--- src/rtl/io_sys_trig_pkg.sv ---
// Shared types and constants for the system-trigger initiator.
//   state_e      : sequencer states (idle, receiver reset, settle, mark, armed, go,
//                  wait-for-complete, inter-shot gap, done, fault)
//   SettleCycles : cycles rcvReset is held low before onYourMark is raised
//   is_busy()    : true for every state except idle/done/fault
package io_sys_trig_pkg;

    typedef enum logic [3:0] {
        StIdle,
        StRcvRst,
        StSettle,
        StMark,
        StArmed,
        StGo,
        StWaitCmpl,
        StGap,
        StDone,
        StFault
    } state_e;

    localparam int unsigned SettleCycles = 2;

    function automatic logic is_busy(state_e s);
        return !(s inside {StIdle, StDone, StFault});
    endfunction

endpackage

--- src/rtl/io_trig_down_counter.sv ---
// Loadable saturating down counter.
//   clk, rst  : clock, asynchronous active-low reset (count clears to 0)
//   load      : load load_val this cycle (wins over en)
//   load_val  : value to load
//   en        : decrement by one, holding at zero
//   zero      : count is currently zero
module io_trig_down_counter #(
    parameter int unsigned CNT_W = 32
) (
    input  logic             clk,
    input  logic             rst,
    input  logic             load,
    input  logic [CNT_W-1:0] load_val,
    input  logic             en,
    output logic             zero
);

    logic [CNT_W-1:0] count_q, count_d;

    always_comb begin
        count_d = count_q;
        if (load) begin
            count_d = load_val;
        end else if (en && (count_q != '0)) begin
            count_d = count_q - CNT_W'(1);
        end
    end

    always_ff @(posedge clk or negedge rst) begin
        if (!rst) begin
            count_q <= '0;
        end else begin
            count_q <= count_d;
        end
    end

    assign zero = (count_q == '0);

endmodule

--- src/rtl/io_send_sys_trigger.sv ---
// Initiator side of the system-trigger handshake: walks NUM_RCV receivers through
// reset -> mark -> go, collects their complete lines, repeats for reps shots with a
// gap between them, and flags a timeout with the set of missing channels.
//   clk, rst            : clock, asynchronous active-low reset
//   arm, abort          : host start / return-to-idle pulses (abort wins)
//   extTrigEn, extTrig  : gate GO on a rising edge of extTrig when enabled
//   rcvEnable, reps     : channel mask and shot count, captured on arm
//   gapCycles           : idle cycles between a completed shot and the next reset
//   timeoutCycles       : max cycles waiting for completion (0 = none)
//   rcvComplete         : receivers' outputComplete lines
//   rcvReset, onYourMark, GOGOGO_EXCLAMATION : broadcast receiver controls
//   busy, seqDone, timedOut, shotCount, missingMask : status to the host
module io_send_sys_trigger
    import io_sys_trig_pkg::*;
#(
    parameter int unsigned NUM_RCV = 8,
    parameter int unsigned CNT_W   = 32
) (
    input  logic               clk,
    input  logic               rst,
    input  logic               arm,
    input  logic               abort,
    input  logic               extTrigEn,
    input  logic               extTrig,
    input  logic [NUM_RCV-1:0] rcvEnable,
    input  logic [CNT_W-1:0]   reps,
    input  logic [CNT_W-1:0]   gapCycles,
    input  logic [CNT_W-1:0]   timeoutCycles,
    input  logic [NUM_RCV-1:0] rcvComplete,
    output logic               rcvReset,
    output logic               onYourMark,
    output logic               GOGOGO_EXCLAMATION,
    output logic               busy,
    output logic               seqDone,
    output logic               timedOut,
    output logic [CNT_W-1:0]   shotCount,
    output logic [NUM_RCV-1:0] missingMask
);

    state_e             state_q, state_d;
    logic [NUM_RCV-1:0] en_mask_q;
    logic [CNT_W-1:0]   reps_q;
    logic               ext_trig_q;
    logic               to_en_q;

    logic               wait_done;
    logic               last_shot;
    logic               ext_rise;
    logic [CNT_W:0]     next_shot;
    logic               gap_load;
    logic [CNT_W-1:0]   gap_load_val;
    logic               gap_zero;
    logic               to_zero;
    logic               start;

    assign wait_done = ((rcvComplete & en_mask_q) == en_mask_q);
    // One extra bit so the compare stays correct when shotCount is all-ones.
    assign next_shot = {1'b0, shotCount} + (CNT_W + 1)'(1);
    assign last_shot = (next_shot >= {1'b0, reps_q});
    assign ext_rise  = extTrig && !ext_trig_q;
    assign start     = (state_d == StRcvRst) && (state_q inside {StIdle, StDone, StFault});

    always_comb begin
        state_d = state_q;
        if (abort) begin
            state_d = StIdle;
        end else begin
            unique case (state_q)
                StIdle, StDone, StFault: if (arm) state_d = StRcvRst;
                StRcvRst:                state_d = StSettle;
                StSettle:                if (gap_zero) state_d = StMark;
                StMark:                  state_d = extTrigEn ? StArmed : StGo;
                StArmed:                 if (ext_rise) state_d = StGo;
                StGo:                    state_d = StWaitCmpl;
                StWaitCmpl: begin
                    // Completion is checked first so it wins over a same-cycle timeout.
                    if (wait_done) begin
                        if (last_shot)              state_d = StDone;
                        else if (gapCycles == '0)   state_d = StRcvRst;
                        else                        state_d = StGap;
                    end else if (to_en_q && to_zero) begin
                        state_d = StFault;
                    end
                end
                StGap:                   if (gap_zero) state_d = StRcvRst;
                default:                 state_d = StIdle;
            endcase
        end
    end

    // The gap counter also times the settle phase; both load "cycles - 1" and exit on zero.
    always_comb begin
        gap_load     = 1'b0;
        gap_load_val = '0;
        if (state_q == StRcvRst && state_d == StSettle) begin
            gap_load     = 1'b1;
            gap_load_val = CNT_W'(SettleCycles - 1);
        end else if (state_q == StWaitCmpl && state_d == StGap) begin
            gap_load     = 1'b1;
            gap_load_val = gapCycles - CNT_W'(1);
        end
    end

    io_trig_down_counter #(
        .CNT_W (CNT_W)
    ) u_gap_cnt (
        .clk      (clk),
        .rst      (rst),
        .load     (gap_load),
        .load_val (gap_load_val),
        .en       (state_q == StSettle || state_q == StGap),
        .zero     (gap_zero)
    );

    // Loaded on entry to GO so that it reaches zero after timeoutCycles cycles of waiting.
    io_trig_down_counter #(
        .CNT_W (CNT_W)
    ) u_to_cnt (
        .clk      (clk),
        .rst      (rst),
        .load     (state_d == StGo),
        .load_val (timeoutCycles),
        .en       (state_q == StGo || state_q == StWaitCmpl),
        .zero     (to_zero)
    );

    always_ff @(posedge clk or negedge rst) begin
        if (!rst) begin
            state_q            <= StIdle;
            rcvReset           <= 1'b1;
            onYourMark         <= 1'b0;
            GOGOGO_EXCLAMATION <= 1'b0;
            busy               <= 1'b0;
            seqDone            <= 1'b0;
            timedOut           <= 1'b0;
            shotCount          <= '0;
            missingMask        <= '0;
            en_mask_q          <= '0;
            reps_q             <= '0;
            ext_trig_q         <= 1'b0;
            to_en_q            <= 1'b0;
        end else begin
            state_q            <= state_d;
            ext_trig_q         <= extTrig;
            // Outputs decode the next state so they change on the same edge as the state.
            rcvReset           <= (state_d inside {StIdle, StRcvRst});
            onYourMark         <= (state_d inside {StMark, StArmed, StGo});
            GOGOGO_EXCLAMATION <= (state_d == StGo);
            busy               <= is_busy(state_d);
            seqDone            <= (state_q == StWaitCmpl) && (state_d == StDone);

            if (state_d == StGo) begin
                to_en_q <= (timeoutCycles != '0);
            end

            if (start) begin
                en_mask_q   <= rcvEnable;
                reps_q      <= (reps == '0) ? CNT_W'(1) : reps;
                shotCount   <= '0;
                timedOut    <= 1'b0;
                missingMask <= '0;
            end else begin
                if (abort) begin
                    timedOut <= 1'b0;
                end
                if (state_q == StWaitCmpl && wait_done && !abort && shotCount != '1) begin
                    shotCount <= shotCount + CNT_W'(1);
                end
                if (state_q == StWaitCmpl && state_d == StFault) begin
                    timedOut    <= 1'b1;
                    missingMask <= en_mask_q & ~rcvComplete;
                end
            end
        end
    end

endmodule
--- config.mk ---
export PLATFORM = sky130hd
export DESIGN_NAME = io_send_sys_trigger
export DESIGN_NICKNAME = d
export VERILOG_FILES = /design/src/rtl/io_sys_trig_pkg.sv /design/src/rtl/io_trig_down_counter.sv /design/src/rtl/io_send_sys_trigger.sv
export SDC_FILE = /design/constraint.sdc
export NUM_CORES = 1
export LEC_CHECK = 0
export ABC_AREA = 1
export CAP_MARGIN = 0
export CORE_MARGIN = 2
export CORE_UTILIZATION = 25
export CTS_CLUSTER_SIZE = 24
export DETAILED_ROUTE_END_ITERATION = 6
export HOLD_SLACK_MARGIN = 0.1
export SLEW_MARGIN = 10
export SYNTH_ARGS = -nofsm -noshare
export SYNTH_HDL_FRONTEND = slang
export SYNTH_SLANG_ARGS = --single-unit
export TNS_END_PERCENT = 5
--- constraint.sdc ---
create_clock -name clk -period 5.11 [get_ports clk]
set_input_delay 1.533 -clock clk [delete_from_list [all_inputs] [get_ports clk]]
set_output_delay 1.533 -clock clk [all_outputs]
set_load 0.02 [all_outputs]
==> impl_metrics.tcl <==
set metrics [dict create \
    place_area_sq_um 13050 \
    place.gp.congestion 0.8782 \
    stdcell_area_sq_um 13650 \
    yosys.area.top_type "dfrtp_1" \
    cts_tree "built" \
    fin_hold_ws_ps 485.4 \
    setup_slack_ps 509.2 \
    h-tree-depth 4 \
    syn_avg_cell_area_sq_um 7.124 \
    ys_warn_count 0 \
    core_area_sq_um 42980 \
    row_count 76 \
    grt_pass1_vias 9940 \
    vias_per_cell 4.496 \
    cts_resized 0 \
    cts_buffers 17 \
    max_stage_delay_ps 420 \
    drive_above_1_share_pct 7.101 \
    clkSinkCount 156 \
    power_mw 4.891 \
    reg2reg_slack_ps 510 \
    synthTopCellsByArea "dfrtp_1 36%, nand2_1 14%, nor2_1 6.6%, inv_1 6.2%, xor2_1 4.6%" \
    hold_end "en_mask_q[1]" \
    drc 0 \
    routed_wl_mm 32.85 \
    ys_async_sr_fraction_pct 100.0 \
    synth_most_common_cell "nand2_1" \
    grt_util_all_layers_pct 14.92 \
    arrival_ps 4980 \
    cts-root-buf "clkbuf_16" \
    ant_nets 0 \
    vias 10230 \
    fin_worst_skew_ps 14.80 \
    finalCritPeriodShare_pct 90.04 \
    syn_to_final_growth_pct 25.77 \
    r2r.worst_path.cells 32 \
    ys_types 42 \
    dieArea_sq_um 45080 \
    worstHoldStart "en_mask_q[1]" \
    post_cts_buffers 0 \
    dp.cells 2244 \
    path_class "register to register" \
    crit_fanout 34 \
    cts_hold_buf 0 \
    worstSetupStartpointType "register" \
    dieHeight_um 212.3 \
    drv_cap 0 \
    min_path_type "register to register" \
    timing.fmax_ghz 0.2174 \
    slowest_stage "dfrtp_2" \
    synth_top_area_share_pct 35.75 \
    ios 164 \
    min_period_ps 4601 \
    holdPathStages 2 \
    synth_edf_count 0 \
    clock_path_buffers 2 \
    port_buffers 163 \
    rr_startpoint "shotCount[0]" \
    clkLatencyLatePin_ps 450 \
    grt_max_degree 106 \
    initial_core_util_pct 25.24 \
    grt_setup_unrepaired "no" \
    power.leakage_nw 6.415 \
    timing.rr.end "reps_q[16]" \
    path_common_cell "nand2_1" \
    ys_seq_elements 156 \
    cp-end-kind "register" \
    die_w_um 212.3 \
    maxSlewViolCount 0 \
    finalHoldViolations 0 \
    dp_slack_ps 310.9 \
    grt-ovfl-total 0 \
    syn-instance-count 1523 \
    synth_commonest_cells "410 x nand2_1, 190 x nor2_1, 179 x inv_1, 155 x dfrtp_1, 95 x nand3_1" \
    drt_iter0_markers 555 \
    critPathRequiredTime_ps 5490 \
    drt-pass1-iter-count 5 \
    synthesis.nets 1679 \
    stdcell_count 2275 \
    dp_hpwl_mm 25.18 \
    ir_worst_vdd_v 0.0002402 \
    fin_nets 1834 \
    finish.utilization_pct 31.75 \
    synth.cell_area_sq_um 10850 \
    yosysSeqAreaShare_pct 35.99 \
    p_per_area_nw_per_um2 358.4 \
    synth_ff_type "dfrtp_1" \
    setup_viol_count_final 0 \
    grt_pass1_wl_mm 52.38 \
    wire_per_inst_um 14.44 \
    diodes 0 \
    tightestPinTransition_ps 902.9 \
    antenna_found_initial 0 \
    fin_setup_tns_ps 0 \
    status "complete, no violations" \
    timing.slew.headroom_pct 39.74 \
    clk_pin_slew_ps 70 \
]
[cell families after synthesis]
family,Yosys count,share of synthesized area [%]
xor+xnor,90,7.265
simple gates,853,35.34
fa+ha+maj,38,4.382
buf+inv,227,9.202
compound gates,159,7.818
flops,156,35.99
[report_power, final]
group / switching [mW] / internal [mW] / total [mW] / leakage [nW]
clock network: 0.589 / 0.681 / 1.27 / 0.261
registers: 0.292 / 1.60 / 1.89 / 1.99
logic: 1.03 / 0.705 / 1.73 / 4.17
[placed cells by master, fill, tap and decap left out, types with 4 or more instances in the layout]
cell type          n
clkinvlp_4         5
a22oi_1           12
nand2_1          410
nand3_2           21
inv_6              4
ha_1              38
nor2_4             7
or2_2             10
o21ai_1           32
nor2_1           188
inv_2              5
nand2_2            9
buf_4              8
o21ai_0           66
nand3_1           95
clkdlybuf4s50_1  162
a21oi_1           40
xnor2_1           33
nand4_1           26
dfrtp_1          153
clkbuf_16         17
inv_1            179
nor4_1            33
buf_6              4
nor3_1            32
xor2_1            57
nor2_2             9
[metal layers]
layer	vias to the layer above	part of all wire [%]	wire length, um	GRT usage, %
met1	4729	47	15540	20.00
li1	5192	-	-	-
met4	0	2.1	700	4.509
met5	-	0	0	0
met2	275	45	14870	23.69
met3	33	5.3	1734	3.663
[final cells by class]
type / count / area [sq um]
inverters: 186 / 708.2
well taps: 585 / 732.0
clock inverters: 13 / 136.4
repair buffers: 177 / 1782
flip-flops and latches: 156 / 3908
clock buffers: 18 / 429.2
fillers: 4672 / 29330
multi-input cells: 1140 / 5952
[worst max path at each step]
stage                             from               endpoint  cells past startpoint
final                     shotCount[0]             reps_q[16]                     32
after global routing      shotCount[0]             reps_q[16]                     33
after CTS                 shotCount[0]  u_gap_cnt.count_q[15]                     31
after detailed placement  shotCount[0]  u_gap_cnt.count_q[15]                     31
after global placement    shotCount[0]   u_gap_cnt.count_q[3]                     33
after floorplan           shotCount[0]   u_gap_cnt.count_q[2]                     35
[critical path, delay by kind of cell, from the launching register on]
kind	cells	cell delay (ps)
simple gates	24	2810
buf+inv	4	530
fa+ha+maj	2	490
flops	1	420
xor+xnor	1	170
compound gates	1	90
[flip-flops by register name (all words and copies together), names as in the netlist, 4 cells and up]
signal,count
u_gap_cnt.count_q,32
missingMask,8
u_to_cnt.count_q,32
shotCount,32
en_mask_q,8
reps_q,32
state_q,4
Power figures use the tool's default switching activity.
